==> src/rtl/probabilistic_search_controller.sv <==
// Run sequencer for one MCMC search: fetches u/v costs, drives calculateProbability, and issues accept/reject.
// Optional macro PSC_ACCEPT_STATS_EN adds the out_accept_count statistics output.
module probabilistic_search_controller #(
  parameter int COST_W       = 8,
  parameter int ITER_W       = 16,
  parameter int PROB_LATENCY = 2    // legal range 1..15
) (
  input  logic              in_clock,
  input  logic              in_reset_n,
  input  logic              in_start,
  input  logic [7:0]        in_seed,
  input  logic [ITER_W-1:0] in_max_iter,
  output logic              out_cost_req,
  output logic              out_cost_sel,
  input  logic              in_cost_valid,
  input  logic [COST_W-1:0] in_cost,
  output logic              out_prob_reset,
  output logic              out_prob_enable,
  output logic [7:0]        out_prob_seed,
  output logic [COST_W-1:0] out_prob_u,
  output logic [COST_W-1:0] out_prob_v,
  input  logic [COST_W-1:0] in_prob_p,
  output logic              out_accept,
  output logic              out_reject,
  output logic              out_busy,
  output logic              out_done,
  output logic              out_solved,
  output logic              out_error,
  output logic [ITER_W-1:0] out_iter_count
`ifdef PSC_ACCEPT_STATS_EN
  ,
  output logic [ITER_W-1:0] out_accept_count
`endif
);

  typedef enum logic [2:0] {
    S_IDLE,
    S_SEED,
    S_COST_CUR,
    S_COST_PROP,
    S_EVAL,
    S_DECIDE,
    S_DONE
  } state_t;

  localparam logic [3:0]        EVAL_LAST = 4'(PROB_LATENCY - 1);
  localparam logic [COST_W-1:0] P_ONE     = COST_W'(1);

  state_t              state, state_d;
  logic [7:0]          seed_q;
  logic [ITER_W-1:0]   max_iter_q;
  logic [COST_W-1:0]   u_q, v_q, p_q;
  logic [3:0]          eval_cnt;
  logic [ITER_W-1:0]   iter_count, iter_next;
  logic                solved_q, error_q;
  logic                cost_hit, eval_last;
`ifdef PSC_ACCEPT_STATS_EN
  logic [ITER_W-1:0]   accept_count;
`endif

  assign cost_hit  = out_cost_req && in_cost_valid;
  assign eval_last = (eval_cnt == EVAL_LAST);
  assign iter_next = (iter_count == '1) ? iter_count : iter_count + ITER_W'(1);

  // NOTE: sequential state is written with non-blocking assignments so every register sees pre-edge values.
  always_ff @(posedge in_clock or negedge in_reset_n) begin
    if (!in_reset_n) state <= S_IDLE;
    else             state <= state_d;
  end

  // NOTE: state_d gets its default before the case so no path can infer a latch.
  always_comb begin
    state_d = state;
    case (state)
      S_IDLE:      if (in_start) state_d = (in_max_iter == '0) ? S_DONE : S_SEED;
      S_SEED:      state_d = S_COST_CUR;
      S_COST_CUR:  if (cost_hit) state_d = (in_cost == '0) ? S_DONE : S_COST_PROP;
      S_COST_PROP: if (cost_hit) state_d = S_EVAL;
      S_EVAL:      if (eval_last) state_d = S_DECIDE;
      S_DECIDE:    state_d = (iter_next == max_iter_q) ? S_DONE : S_COST_CUR;
      S_DONE:      state_d = S_IDLE;
      default:     state_d = S_IDLE;
    endcase
  end

  // Datapath registers; all are cleared by reset so an aborted run leaves nothing behind.
  always_ff @(posedge in_clock or negedge in_reset_n) begin
    if (!in_reset_n) begin
      seed_q     <= '0;
      max_iter_q <= '0;
      u_q        <= '0;
      v_q        <= '0;
      p_q        <= '0;
      eval_cnt   <= '0;
      iter_count <= '0;
      solved_q   <= 1'b0;
      error_q    <= 1'b0;
`ifdef PSC_ACCEPT_STATS_EN
      accept_count <= '0;
`endif
    end else begin
      case (state)
        S_IDLE: begin
          if (in_start) begin
            seed_q     <= in_seed;
            max_iter_q <= in_max_iter;
            iter_count <= '0;
            solved_q   <= 1'b0;
            error_q    <= 1'b0;
`ifdef PSC_ACCEPT_STATS_EN
            accept_count <= '0;
`endif
          end
        end
        S_COST_CUR: begin
          if (cost_hit) begin
            u_q <= in_cost;
            if (in_cost == '0) solved_q <= 1'b1;
          end
        end
        S_COST_PROP: begin
          if (cost_hit) v_q <= in_cost;
        end
        S_EVAL: begin
          // p is only trusted on the final enabled cycle of the window.
          if (eval_last) begin
            p_q      <= in_prob_p;
            eval_cnt <= '0;
          end else begin
            eval_cnt <= eval_cnt + 4'd1;
          end
        end
        S_DECIDE: begin
          iter_count <= iter_next;
          if (p_q > P_ONE) error_q <= 1'b1;
`ifdef PSC_ACCEPT_STATS_EN
          if (p_q == P_ONE && accept_count != '1) accept_count <= accept_count + ITER_W'(1);
`endif
        end
        default: ;
      endcase
    end
  end

  assign out_busy        = (state != S_IDLE);
  assign out_cost_req    = (state == S_COST_CUR) || (state == S_COST_PROP);
  assign out_cost_sel    = (state == S_COST_PROP);
  assign out_prob_reset  = (state == S_SEED);
  assign out_prob_enable = (state == S_EVAL);
  assign out_accept      = (state == S_DECIDE) && (p_q == P_ONE);
  assign out_reject      = (state == S_DECIDE) && (p_q != P_ONE);
  assign out_done        = (state == S_DONE);
  assign out_prob_seed   = seed_q;
  assign out_prob_u      = u_q;
  assign out_prob_v      = v_q;
  assign out_solved      = solved_q;
  assign out_error       = error_q;
  assign out_iter_count  = iter_count;
`ifdef PSC_ACCEPT_STATS_EN
  assign out_accept_count = accept_count;
`endif

endmodule

==> config.mk <==
export PLATFORM = sky130hd
export DESIGN_NAME = probabilistic_search_controller
export DESIGN_NICKNAME = d
export VERILOG_FILES = /design/src/rtl/probabilistic_search_controller.sv
export SDC_FILE = /design/constraint.sdc
export NUM_CORES = 1
export LEC_CHECK = 0
export BUFFER_PORTS_ARGS = -buffer_cell sky130_fd_sc_hd__buf_2
export CAP_MARGIN = 20
export CORE_MARGIN = 5
export CORE_UTILIZATION = 40
export CTS_CLUSTER_DIAMETER = 80
export DETAILED_ROUTE_END_ITERATION = 7
export PLACE_DENSITY = 0.66
export RECOVER_POWER = 50
export SLEW_MARGIN = 30
export SYNTH_ARGS = -nofsm -noshare
export SYNTH_HDL_FRONTEND = slang
export SYNTH_SLANG_ARGS = --single-unit
export TNS_END_PERCENT = 20
==> constraint.sdc <==
create_clock -name in_clock -period 5.3 [get_ports in_clock]
set_input_delay 0.795 -clock in_clock [delete_from_list [all_inputs] [get_ports in_clock]]
set_output_delay 0.795 -clock in_clock [all_outputs]
set_load 0.02 [all_outputs]
==> results.toml, run 1 <==
[min_path]
min_path_type = "reg2reg"
hold_depth = 2

[clocking]
clk_pin_slew_ns = 0.08
cts_resized = 0
cts_setup_buffers = 0
cts_sinks = 73
clockRootBuffer = "clkbuf_8"
cts.path.max_buffers = 2
insertion_delay_ns = 0.34
numCtsBuffers = 9
hold_buffers = 0
cts_tree = "yes"
cts_max_level = 3

[place]
dp_cells = 601
post-place-ws_ns = 2.65
gp_congestion = 0.875
io_buffers = 93
hpwl_mm = 6.90

[sta]
hold_ws_ns = 0.481
setup_viol = 0
hold_viol_final = 0
worstMarginPinSlew_ns = 0.879
slew_viol_final = 0
period_share = 0.550
period_needed_ns = 2.92
rsz0062_at_grt = "false"
fin_skew_ns = 0.00822
clock.fmax_ghz = 0.343
relSlewSlack = 0.412
finalSetupTns_ns = 0
fin_ws_ns = 2.38

[worst_setup_path]
crit_slowest_cell = "nor2_1"
cp-start-kind = "flop"
path_depth = 4
r2r_cells = 8
critical_path_class = "reg2out"
max_stage_delay_ns = 0.68
crit_buf_inv = 1
crit_chain = "nand2_1 > nor2_1 > and3_1 > buf_2"
endpoint_kind = "output port"
cpLargestDelayFamily = "simple AND/OR/NAND/NOR gates"
required_ns = 4.51
crit_fanout = 14
cp_data_arrival_time_ns = 2.12

[power]
p_clk_frac = 0.227
internal-power_mw = 1.42
p_leak_nw = 2.14
peakVddDrop_mv = 0.315
p_per_area_mw_per_mm2 = 508
power.switching_mw = 0.896
power_frac_comb = 0.367
p_seq_frac = 0.406
p_sw_frac = 0.388

[route]
top_layer = "met4"
drt-pass1-iter-count = 4
routed_via_density = 5.20
wl_per_cell_um = 15.2
wl_met3_um = 592
post-route-drc-count = 0
wirelength_mm = 9.35
final_antenna_net_count = 0
drtIter0Drc = 181
met2_length_mm = 4.52
wl_met1_mm = 4.13
vias = 3208

[finish]
nets = 528
final_common_cell = "nand2_1"
mostFrequentLayoutCells = "nand2_1 (94), dfrtp_1 (73), buf_2 (69)"
area_delta_synth_final_pct = 19.7
n_antenna_cell = 0
drive_above_1_share = 0.254
stdcell_count = 617

[die]
num_rows = 35
fp.dieH_um = 107
ioPinCount = 94
die_w_um = 107
start_util = 0.411
die-area_mm2 = 0.0116
fp.coreArea_mm2 = 0.00924

[grt]
grt_pass1_wl_mm = 15.8
grt_max_degree = 74
gr-usage-all-layers = 0.170
antenna_found_initial = 0
gr-total-overflow = 0
grt_pass1_vias = 3230

[yosys]
synth_edf_count = 0
synthDistinctLibCells = 55
yosysWarnings = 0
async_reset_ff_frac = 1.00
synth_seq_cells = 73
syn_nets = 445
synthCells = 400
syn_area_mm2 = 0.00380
seq_area_frac_synth = 0.481
avgSynthCellArea_um2 = 9.50
synth_flop_cell = "dfrtp_1"

[status]
outcome = "completed"

[flow_run]
max-cap-violations = 0
-- final cells by class --
cell class	instances	area (µm²)
Sequential cell	73	1830
Inverter	5	18.8
Fill cell	910	4690
Clock buffer	10	128
Multi-Input combinational cell	299	1840
Timing Repair Buffer	95	454
Clock inverter	6	115
Tap cell	129	161
-- state kept, by name, summed over array words and instances, names as in the netlist --
signal	flops
max_iter_q	16
out_iter_count	16
out_prob_seed	8
out_prob_u	8
out_prob_v	8
p_q	8
eval_cnt	4
state	3
out_error	1
out_solved	1
-- power by group through the flow --
stage,registers (mW),logic (mW),clock network [mW]
2_1_floorplan,1.02,0.526,0
3_3_place_gp,0.934,0.867,0
3_5_place_dp,0.944,0.883,0
4_1_cts,0.936,0.886,0.541
5_1_grt,0.974,0.944,0.566
6_report,0.938,0.848,0.526
-- layer usage --
metal | up-vias | track usage
met5 | - | 0
li1 | 1565 | -
met1 | 1539 | 0.221
met3 | 11 | 0.0522
met2 | 93 | 0.280
met4 | 0 | 0.0379
-- final timing paths --
check / from / to / slack [ns]
setup / recovery: state[0] / out_accept / 2.38
hold / removal: out_prob_seed[5] / out_prob_seed[5] / 0.48
setup reg to reg: out_iter_count[1] / state[2] / 2.56
hold reg to reg: out_prob_seed[5] / out_prob_seed[5] / 0.48
max in group asynchronous: in_reset_n / max_iter_q[8] / 4.28
min in group asynchronous: in_reset_n / out_iter_count[6] / 0.57
-- worst register-to-register path, cell delays in order, from the launching register on --
cell and delay (ns):
dfrtp_1 0.45, ha_1 0.35, nand3_1 0.21, nor4_4 0.47
nor2_2 0.15, xnor2_1 0.20, nand4_1 0.10, or4_1 0.49
o41ai_2 0.21
-- stage by stage --
stage | utilization | cell area [µm²] | power [mW]
2_1_floorplan | - | 3800 | 1.54
3_3_place_gp | 0.469 | 4330 | 1.80
3_5_place_dp | 0.469 | 4330 | 1.83
4_1_cts | 0.495 | 4570 | 2.36
5_1_grt | 0.492 | 4550 | 2.48
6_report | 0.492 | 4550 | 2.31
-- synth_stat cells (2+ instances only) --
cell | number | area share
mux2i_1 | 4 | 0.011
a21oi_1 | 17 | 0.022
a311oi_1 | 2 | 0.0046
buf_6 | 2 | 0.0059
and3_2 | 2 | 0.0039
o211ai_1 | 3 | 0.0059
nor2b_1 | 2 | 0.0033
nor2_1 | 23 | 0.023
inv_1 | 5 | 0.0049
and4_1 | 5 | 0.012
a31oi_1 | 3 | 0.0049
buf_4 | 2 | 0.0039
nor3_1 | 9 | 0.012
nand2b_1 | 2 | 0.0033
clkbuf_1 | 13 | 0.013
nand3_1 | 15 | 0.020
mux2_2 | 25 | 0.074
and3_1 | 3 | 0.0049
buf_1 | 2 | 0.0020
nand4_1 | 8 | 0.013
xnor2_1 | 11 | 0.025
o21ai_0 | 16 | 0.021
nor3b_1 | 3 | 0.0059
o31ai_1 | 2 | 0.0039
nor4_1 | 7 | 0.012
buf_2 | 4 | 0.0053
o22ai_1 | 2 | 0.0033
dfrtp_1 | 73 | 0.48
nand2_1 | 95 | 0.094
a211oi_1 | 2 | 0.0039
xor2_1 | 10 | 0.023
xnor2_2 | 2 | 0.0086
or4_1 | 4 | 0.0079
-- cells by family after synthesis --
| family | synth area share |
|---|---|
| and+or+nand+nor | 0.245 |
| DFF | 0.481 |
| AOI/OAI and AO/OA | 0.0945 |
| muxes | 0.0846 |
| buffers and inverters | 0.0349 |
| xor gates and xnor gates | 0.0569 |
| adders and majority gates | 0.00329 |
(Power assumes the default switching activity.)
==> run 2: changes to the inputs <==
--- a/config.mk
+++ b/config.mk
@@ -11,7 +11,7 @@
 export CORE_UTILIZATION = 40
 export CTS_CLUSTER_DIAMETER = 80
 export DETAILED_ROUTE_END_ITERATION = 7
-export PLACE_DENSITY = 0.66
+export PLACE_DENSITY = 0.68
 export RECOVER_POWER = 50
 export SLEW_MARGIN = 30
 export SYNTH_ARGS = -nofsm -noshare
==> constraint.sdc (replaced) <==
create_clock -name in_clock -period 2.4 [get_ports in_clock]
set_input_delay 0.36 -clock in_clock [delete_from_list [all_inputs] [get_ports in_clock]]
set_output_delay 0.36 -clock in_clock [all_outputs]
set_load 0.02 [all_outputs]
==> run 2 against run 1 <==
  * First-iteration DRC count is 17% lower
  * Total power increased by 120%
  * Global-route usage grew 0.60 points
  * Sequential power up 120%
  * Sequential share of layout area is 1.7 points lower
  * Non-clock buffer count up 28
  * Hold slack got worse by 0.29 ns
  * Largest power group unchanged
==> results.toml, run 2 (same netlist as run 1, synthesis figures left out) <==
[status]
outcome = "completed"

[worst_setup_path]
crit_fanout = 8
required_ns = 2.65
timing.reg2reg.setup_slack_ns = 0.04
endpoint_kind = "flop"
critical_path_class = "reg2reg"
cp_data_arrival_time_ns = 2.62
cp-start-kind = "flop"

[grt]
grt_pass1_vias = 3373
gr-usage-all-layers = 0.176
gr-total-overflow = 0
grt_pass1_wl_mm = 16.3
grt_max_degree = 46
antenna_found_initial = 0

[sta]
fin_ws_ns = 0.0393
rsz0062_at_grt = "true"
slew_viol_final = 0
period_needed_ns = 2.36
worstMarginPinSlew_ns = 1.16
hold_viol_final = 0
relSlewSlack = 0.230
setup_viol = 0
clock.fmax_ghz = 0.424
fin_skew_ns = 0.0140
period_share = 0.984

[power]
power.switching_mw = 2.03
power_frac_comb = 0.387
p_seq_frac = 0.398
p_clk_frac = 0.215
p_sw_frac = 0.395
p_leak_nw = 2.28
p_per_area_mw_per_mm2 = 1080
peakVddDrop_mv = 0.636
internal-power_mw = 3.11

[finish]
area_delta_synth_final_pct = 25.3
multi_input_area_mm2 = 0.00187
nets = 556
ff_latch_area_mm2 = 0.00183
finalCoreUtilization = 0.516
final_common_cell = "nand2_1"
mostFrequentLayoutCells = "nand2_1 (95), dfrtp_1 (70), buf_2 (68)"
drive_above_1_share = 0.304
design_area_mm2 = 0.00476
n_antenna_cell = 0
num-fill-cells = 902

[place]
gp_congestion = 0.888
io_buffers = 93
placed_cell_area_mm2 = 0.00453
hpwl_mm = 7.42
post-place-ws_ns = -0.0951

[clocking]
clockRootBuffer = "clkbuf_8"
clk_pin_slew_ns = 0.08
numCtsBuffers = 9
cts_max_level = 3
cts.path.max_buffers = 2
hold_buffers = 0
insertion_delay_ns = 0.36
cts_sinks = 73
cts_tree = "yes"

[die]
num_rows = 35
fp.dieH_um = 107
start_util = 0.411
ioPinCount = 94
die-area_mm2 = 0.0116
die_w_um = 107
fp.coreArea_mm2 = 0.00924

[route]
routed_via_density = 5.13
final_antenna_net_count = 0
post-route-drc-count = 0
wirelength_mm = 9.92
drt-pass1-iter-count = 4
vias = 3311
wl_per_cell_um = 15.4
drtIter0Drc = 150

[min_path]
min_path_type = "in2reg"

[flow_run]
max-cap-violations = 0
## run 2: worst paths after layout
check                                         from           endpoint  depth (start not counted)
worst max-delay path            out_iter_count[13]           state[2]                          8
worst min-delay path                    in_seed[1]   out_prob_seed[1]                          3
worst max register to register  out_iter_count[13]           state[2]                          8
worst min register to register    out_prob_seed[6]   out_prob_seed[6]                          2
max in group asynchronous               in_reset_n      out_prob_v[1]                          2
min in group asynchronous               in_reset_n  out_iter_count[3]                          1
## run 2: layer usage
metal | vias to the layer above | global-route usage | wire length, µm
met1 | 1582 | 0.223 | 4350
met5 | - | 0 | 0
met3 | 16 | 0.0486 | 559
met4 | 0 | 0.0775 | 212
li1 | 1625 | - | -
met2 | 88 | 0.282 | 4800
## run 2: cell type report
| class | instances | share of cell area |
|---|---|---|
| Clock buffer | 10 | 0.0289 |
| Sequential cell | 73 | 0.384 |
| Tap cell | 129 | 0.0339 |
| Multi-Input combinational cell | 299 | 0.393 |
| Timing Repair Buffer | 123 | 0.137 |
| Clock inverter | 6 | 0.0189 |
| Inverter | 5 | 0.00394 |
## run 2: critical path, cell delays in order (launching register included)
cell and delay, ns:
dfrtp_1 0.39, buf_4 0.17, and4_1 0.23, a2111o_1 0.45
o21ai_1 0.14, xor2_1 0.19, nand2_1 0.06, or4_1 0.41
o41ai_2 0.22
## run 2: stage by stage
| stage | hold slack, ns | cells | power, mW | TNS [ns] |
|---|---|---|---|---|
| finish | 0.194 | 645 | 5.14 | 0 |
| floorplan | 0.0644 | 400 | 3.41 | 0 |
| CTS | 0.0111 | 645 | 5.24 | 0 |
| global placement | 0.407 | 627 | 4.05 | 0 |
| detailed placement | 0.411 | 627 | 4.11 | -0.0951 |
| global route | 0.174 | 645 | 5.51 | -0.150 |
## run 2: power by group through the flow
stage	combinational [mW]	sequential [mW]	clock, mW
detailed placement	2.06	2.06	0
finish	1.99	2.05	1.10
floorplan	1.16	2.25	0
global route	2.21	2.11	1.19
CTS	2.07	2.04	1.13
global placement	2.02	2.03	0
## run 2: what timing repair did
| item | in CTS | in global routing |
|---|---|---|
| endpoints found under the setup margin | 1 | 2 |
| pin swaps | 1 | 2 |
| hold endpoints to repair | 0 | 0 |
| resized for setup | 3 | 3 |
| buffers inserted | 2 | 0 |
